**src/rtl/vip_frame_sequencer.sv**
```systemverilog
// Frame sequencer: pops the show-ahead input FIFO and streams pixels to the core.
// Tags each pixel with x/y/frame and sof/eol/eof; done pulses at job end.
module vip_frame_sequencer #(
  parameter int DWIDTH = 24,
  parameter int CWIDTH = 11
) (
  input  logic              clock,
  input  logic              reset,
  input  logic              start,
  input  logic              abort,
  input  logic [CWIDTH-1:0] width,
  input  logic [CWIDTH-1:0] height,
  input  logic [CWIDTH-1:0] num_frame,
  input  logic [DWIDTH-1:0] fifo_in_data,
  input  logic              fifo_in_empty,
  output logic              fifo_in_rdreq,
  output logic [DWIDTH-1:0] pix_data,
  output logic              pix_valid,
  input  logic              pix_ready,
  output logic [CWIDTH-1:0] pix_x,
  output logic [CWIDTH-1:0] pix_y,
  output logic              pix_sof,
  output logic              pix_eol,
  output logic              pix_eof,
  output logic [CWIDTH-1:0] frame_idx,
  output logic              busy,
  output logic              done,
  output logic              cfg_err
);

  typedef enum logic [1:0] {
    S_IDLE,
    S_RUN,
    S_DRAIN,
    S_DONE
  } state_t;

  localparam logic [CWIDTH-1:0] ONE = CWIDTH'(1);

  state_t state;
  state_t state_nx;

  logic [CWIDTH-1:0] w_q;
  logic [CWIDTH-1:0] h_q;
  logic [CWIDTH-1:0] f_q;
  logic [CWIDTH-1:0] x_q;
  logic [CWIDTH-1:0] y_q;
  logic [CWIDTH-1:0] f_cnt;

  logic advance;
  logic pop;
  logic x_last;
  logic y_last;
  logic f_last;
  logic geo_zero;
  logic go;

  assign advance  = !pix_valid || pix_ready;
  // abort wins over a pop that would otherwise happen this cycle
  assign pop      = (state == S_RUN) && !fifo_in_empty
                  && advance && !abort;
  assign x_last   = (x_q == w_q - ONE);
  assign y_last   = (y_q == h_q - ONE);
  assign f_last   = (f_cnt == f_q - ONE);
  assign geo_zero = (width == '0) || (height == '0)
                  || (num_frame == '0);
  assign go       = (state == S_IDLE) && start;

  assign fifo_in_rdreq = pop;
  assign busy = (state == S_RUN) || (state == S_DRAIN);
  assign done = (state == S_DONE);

  always_ff @(posedge clock or negedge reset) begin
    if (!reset) state <= S_IDLE;
    else        state <= state_nx;
  end

  always_comb begin
    state_nx = state;
    unique case (state)
      S_IDLE:  if (start) state_nx = geo_zero ? S_DONE : S_RUN;
      S_RUN:   if (pop && x_last && y_last && f_last)
                 state_nx = S_DRAIN;
      S_DRAIN: if (pix_valid && pix_ready) state_nx = S_DONE;
      S_DONE:  state_nx = S_IDLE;
      default: state_nx = S_IDLE;
    endcase
    if (abort) state_nx = S_IDLE;
  end

  always_ff @(posedge clock or negedge reset) begin
    if (!reset) begin
      w_q       <= '0;
      h_q       <= '0;
      f_q       <= '0;
      x_q       <= '0;
      y_q       <= '0;
      f_cnt     <= '0;
      cfg_err   <= 1'b0;
      pix_data  <= '0;
      pix_valid <= 1'b0;
      pix_x     <= '0;
      pix_y     <= '0;
      pix_sof   <= 1'b0;
      pix_eol   <= 1'b0;
      pix_eof   <= 1'b0;
      frame_idx <= '0;
    end else if (abort) begin
      x_q       <= '0;
      y_q       <= '0;
      f_cnt     <= '0;
      pix_valid <= 1'b0;
      pix_sof   <= 1'b0;
      pix_eol   <= 1'b0;
      pix_eof   <= 1'b0;
    end else begin
      if (go) begin
        w_q     <= width;
        h_q     <= height;
        f_q     <= num_frame;
        x_q     <= '0;
        y_q     <= '0;
        f_cnt   <= '0;
        cfg_err <= geo_zero;
      end
      if (pop) begin
        pix_data  <= fifo_in_data;
        pix_valid <= 1'b1;
        pix_x     <= x_q;
        pix_y     <= y_q;
        frame_idx <= f_cnt;
        pix_sof   <= (x_q == '0) && (y_q == '0);
        pix_eol   <= x_last;
        pix_eof   <= x_last && y_last;
        if (x_last) begin
          x_q <= '0;
          if (y_last) begin
            y_q   <= '0;
            f_cnt <= f_cnt + ONE;
          end else begin
            y_q <= y_q + ONE;
          end
        end else begin
          x_q <= x_q + ONE;
        end
      end else if (advance) begin
        pix_valid <= 1'b0;
        pix_sof   <= 1'b0;
        pix_eol   <= 1'b0;
        pix_eof   <= 1'b0;
      end
    end
  end

endmodule

```
**config.mk**
```make
export PLATFORM = sky130hd
export DESIGN_NAME = vip_frame_sequencer
export DESIGN_NICKNAME = d
export VERILOG_FILES = /design/src/rtl/vip_frame_sequencer.sv
export SDC_FILE = /design/constraint.sdc
export NUM_CORES = 1
export LEC_CHECK = 0
export ABC_AREA = 0
export CORE_MARGIN = 8
export CORE_UTILIZATION = 53
export CTS_CLUSTER_SIZE = 40
export DETAILED_ROUTE_END_ITERATION = 7
export PLACE_DENSITY_LB_ADDON = 0.1
export SETUP_SLACK_MARGIN = 0.2
export SYNTH_ARGS = -nofsm -noshare
export SYNTH_HDL_FRONTEND = slang
export SYNTH_SLANG_ARGS = --single-unit
```
**constraint.sdc**
```tcl
create_clock -name clock -period 4.4 [get_ports clock]
set_input_delay 1.32 -clock clock [delete_from_list [all_inputs] [get_ports clock]]
set_output_delay 1.32 -clock clock [all_outputs]
set_load 0.1 [all_outputs]
```
==> results summary <==
The netlist area before placement came out at ~0.007 mm2. The number of flops mapped to enable cells by yosys came out at 0. The share of total power in sequential cells is between 30% and 40%. The ratio of cells with drive above 1 in the final layout came out at 11.2%. Summing over every cut layer, the via total after detailed routing is 5795. Internal power comes to 3150 uW. For this run, the register share of the synthesized area comes to 46.6%. The number of standard-cell rows in the floorplan is 42. Buffers inserted to repair hold after CTS numbered 0. The post-route minimum period came out at 3.89 ns.

The library cell used most frequently in the layout, excluding fill and tap cells, is sky130_fd_sc_hd__nand2_1. The clock network accounts for 25.0% of the total power. The share of async-settable or async-resettable flops after synthesis came out at 100%. The net total in the final layout came out at 947.

The critical path is of the in -> out type. At the pin with the least slew margin, the transition time is 1.03 ns. The clock reaches the later pin of the worst-skew pair after 0.42 ns. The count of input and output buffers is 127. In this run the biggest area consumer among cell types represents 46.6% of the synthesized area. For this design the total switching power over the nets is 2370 uW. The most common flop cell mapped by yosys is sky130_fd_sc_hd__dfrtp_1. The number of antenna violations at the first check in global routing came to 0. The number of iterations in the first detailed-routing pass is 6. Setup violations remaining at the end of the flow were counted as 0. The die span in x is about 130 um. Net switching is between 40 and 50% of the power. The mean routed wirelength per cell came out at 16.6 um. The area of the multi-input gates is ~0.0035 mm2. The relative contribution of combinational cells to total power is a little over two fifths. The number of different library cells used by synthesis comes to 63. The floorplan step defined a die boundary enclosing 0.0171 mm2.

The worst-case setup slack after placement is 0.520 ns. The Yosys step of the flow raised 0 warnings. The final layout contains routed wiring with a total length of 17600 um. Yosys attributes the largest share of cell area to sky130_fd_sc_hd__dfrtp_1 (47%), sky130_fd_sc_hd__nand2_1 (10%), sky130_fd_sc_hd__mux2_2 (6.3%), sky130_fd_sc_hd__xnor2_1 (2.8%), sky130_fd_sc_hd__ha_1 (2.2%). For the worst setup path, the data arrival time is 2.57 ns. The tightest slew margin relative to the limit is roughly 30%. The number of global-route vias before repair came out at 5893.

The power per standard cell area came out at 615 mW/mm2. The static leakage power is 0.00414 uW. The area of the core came out at 0.0130 mm2. In this run the number of H-tree levels came out at 4.

Entering global routing, the biggest net connects 67 pins. The library cells used most frequently in the layout, excluding fill and tap cells, are sky130_fd_sc_hd__nand2_1 (193), sky130_fd_sc_hd__dfrtp_1 (130), sky130_fd_sc_hd__clkdlybuf4s50_1 (124). The number of violations reported at the end of detailed-routing iteration 0 is 444. In this run, CTS created clock tree buffers numbering 17.

The final critical-path share of the clock period came out at between 80% and 90%. The upper clock frequency limit came out at 257 MHz. The overall fraction of global-route tracks in use came out at a little over a fifth. For the worst setup path, the data required time is 3.08 ns. The total count of max-transition violations in the final report came to 0. The worst clock skew is 0.00700 ns. The run finished with clean final reports. Counting along the longest clock path gives a buffer depth of 2. The tool flagged a number of max-cap violations equal to 0.

The average cell area after synthesis came out at 9.25 um2. The fill cell total of the finished layout came out at 1040. The clock net sink count is between 100 and 150. The post-synthesis cell count is 754. The initial cell density of the core came out at 53.5%. The final routed DRC violation total is 0. The height of the chip came out at between 100 and 150 um. The final count of hold timing violations came out at 0.

Counting instances, the worst hold path has a depth of 2. The worst setup path is captured at an output port. The largest vdd supply drop is 534 uV. The detail-routed via count per cell is 5.47.

In this run the worst path has a maximum fanout of 4. The number of nets in the synthesized netlist is 829. Relative to the synthesized area, the layout overhead comes to 28.7%. The area taken by flip-flops and latches came out at ~0.0033 mm2.

The worst reg-to-reg setup slack is roughly 0.85 ns. Gates resized during post-CTS repair numbered 0. During I/O placement, the number of pins put on the boundary was between 100 and 150. The final global-route overflow total came out at 0. The number of antenna diodes in the final layout is 0. The sum of negative setup slack came out at 0 ns. The number of nets with antenna violations after routing came out at 0.

The largest area contributor in the synthesized netlist is sky130_fd_sc_hd__dfrtp_1. After clock tree synthesis, the clock-pin slew on the worst setup and hold paths is 0.05 ns. Setup repair after global routing left no endpoint under its margin. Across all setup checks in the final design, the least slack found is 0.512 ns.

STA classifies the critical path startpoint as an input port. The worst-case reg-to-reg path depth is 9. The routability congestion estimate from global placement is 0.816. The number of buffers inserted by post-CTS setup repair is 0. In this run the clock root is driven by a sky130_fd_sc_hd__clkbuf_16.

The first global-routing pass estimated 29000 um of wire. The HPWL after detailed placement is 12900 um. The post-synthesis sequential element count is 130. TritonCTS built the clock tree.

The min-delay analysis places its worst path in the category reg -> reg.
==> final cells by class <==
| type | instances | share of cell area (%) |
|---|---|---|
| inverters | 23 | 0.961 |
| well taps | 176 | 2.45 |
| clock buffers | 26 | 5.56 |
| clock inverters | 5 | 0.836 |
| repair buffers | 140 | 15.3 |
| flip-flops and latches | 130 | 36.2 |
| multi-input cells | 560 | 38.7 |
==> synthesized netlist by cell type, drive strengths merged (3+ instances only) <==
cell type	n
a211o	3
a211oi	5
a21o	19
a21oi	18
a22o	4
a2bb2oi	5
and3	9
buf	6
clkbuf	35
dfrtp	130
ha	12
inv	23
mux2	42
mux2i	7
nand2	193
nand2b	18
nand3	24
nand4	5
nor2	34
nor2b	7
nor3	16
nor3b	7
nor4	16
nor4b	4
o211a	3
o211ai	5
o21ai	19
o31ai	3
or2	8
or3	4
or4	5
xnor2	22
xor2	16
==> flip-flops by register name (all words and copies together) (netlist names), 2 cells and up <==
name,count
frame_idx,11
pix_data,24
h_q,11
pix_y,11
w_q,11
x_q,11
f_cnt,11
state,2
f_q,11
y_q,11
pix_x,11
==> per-layer routing <==
layer | up-vias | global-route usage (%) | wire length (um)
met2 | 160 | 36.2 | 8750
met1 | 2791 | 26.9 | 7660
met4 | 0 | 7.09 | 204
li1 | 2825 | - | -
met5 | - | 0 | 0
met3 | 19 | 4.75 | 992
==> metrics by stage <==
stage,cells,total power [uW],hold WS [ns],cell area (um2),utilization (%)
floorplan,754,3550,0.500,6980,-
global placement,1029,4070,0.456,8410,64.5
detailed placement,1029,4160,0.462,8410,64.5
CTS,1060,5560,0.475,8980,68.9
global route,1060,5800,0.483,8980,68.9
finish,1060,5520,0.471,8980,68.9
==> cells by family (layout without fill, tap and decap cells) <==
logic type | after synthesis | count (layout) | share of synthesized area, %
AND/OR/NAND/NOR | 356 | 356 | 24.1
adder cells (fa/ha/maj) | 12 | 12 | 2.15
buffers and inverters | 64 | 194 | 3.62
flip-flops | 130 | 130 | 46.6
AO/OA/AOI/OAI | 105 | 105 | 10.9
XOR/XNOR | 38 | 38 | 4.77
multiplexers | 49 | 49 | 7.89
==> power by group through the flow <==
stage	sequential (uW)	combinational (uW)	clock (uW)
final	1790	2360	1380
after floorplan	2500	1040	0
after global placement	1780	2290	0
after global routing	1840	2510	1460
after CTS	1780	2370	1410
after detailed placement	1800	2350	0
==> final timing paths <==
path,from,to
max in group asynchronous,reset,pix_data[4]$_DFFE_PN0P_
min reg2reg,pix_x[7]$_DFFE_PN0P_,pix_x[7]$_DFFE_PN0P_
max,pix_ready,fifo_in_rdreq
max reg2reg,w_q[0]$_DFFE_PN0P_,y_q[1]$_DFF_PN0_
min,pix_x[7]$_DFFE_PN0P_,pix_x[7]$_DFFE_PN0P_
min in group asynchronous,reset,pix_x[9]$_DFFE_PN0P_
==> worst max-delay path, stage by stage <==
cell                              delay (ns)
sky130_fd_sc_hd__clkdlybuf4s50_1        0.48
sky130_fd_sc_hd__nor2b_1                0.06
sky130_fd_sc_hd__nor3b_1                0.18
sky130_fd_sc_hd__buf_4                  0.16
sky130_fd_sc_hd__nand2b_2               0.07
sky130_fd_sc_hd__inv_2                  0.12
sky130_fd_sc_hd__buf_12                 0.19
Power figures use the tool's default switching activity.
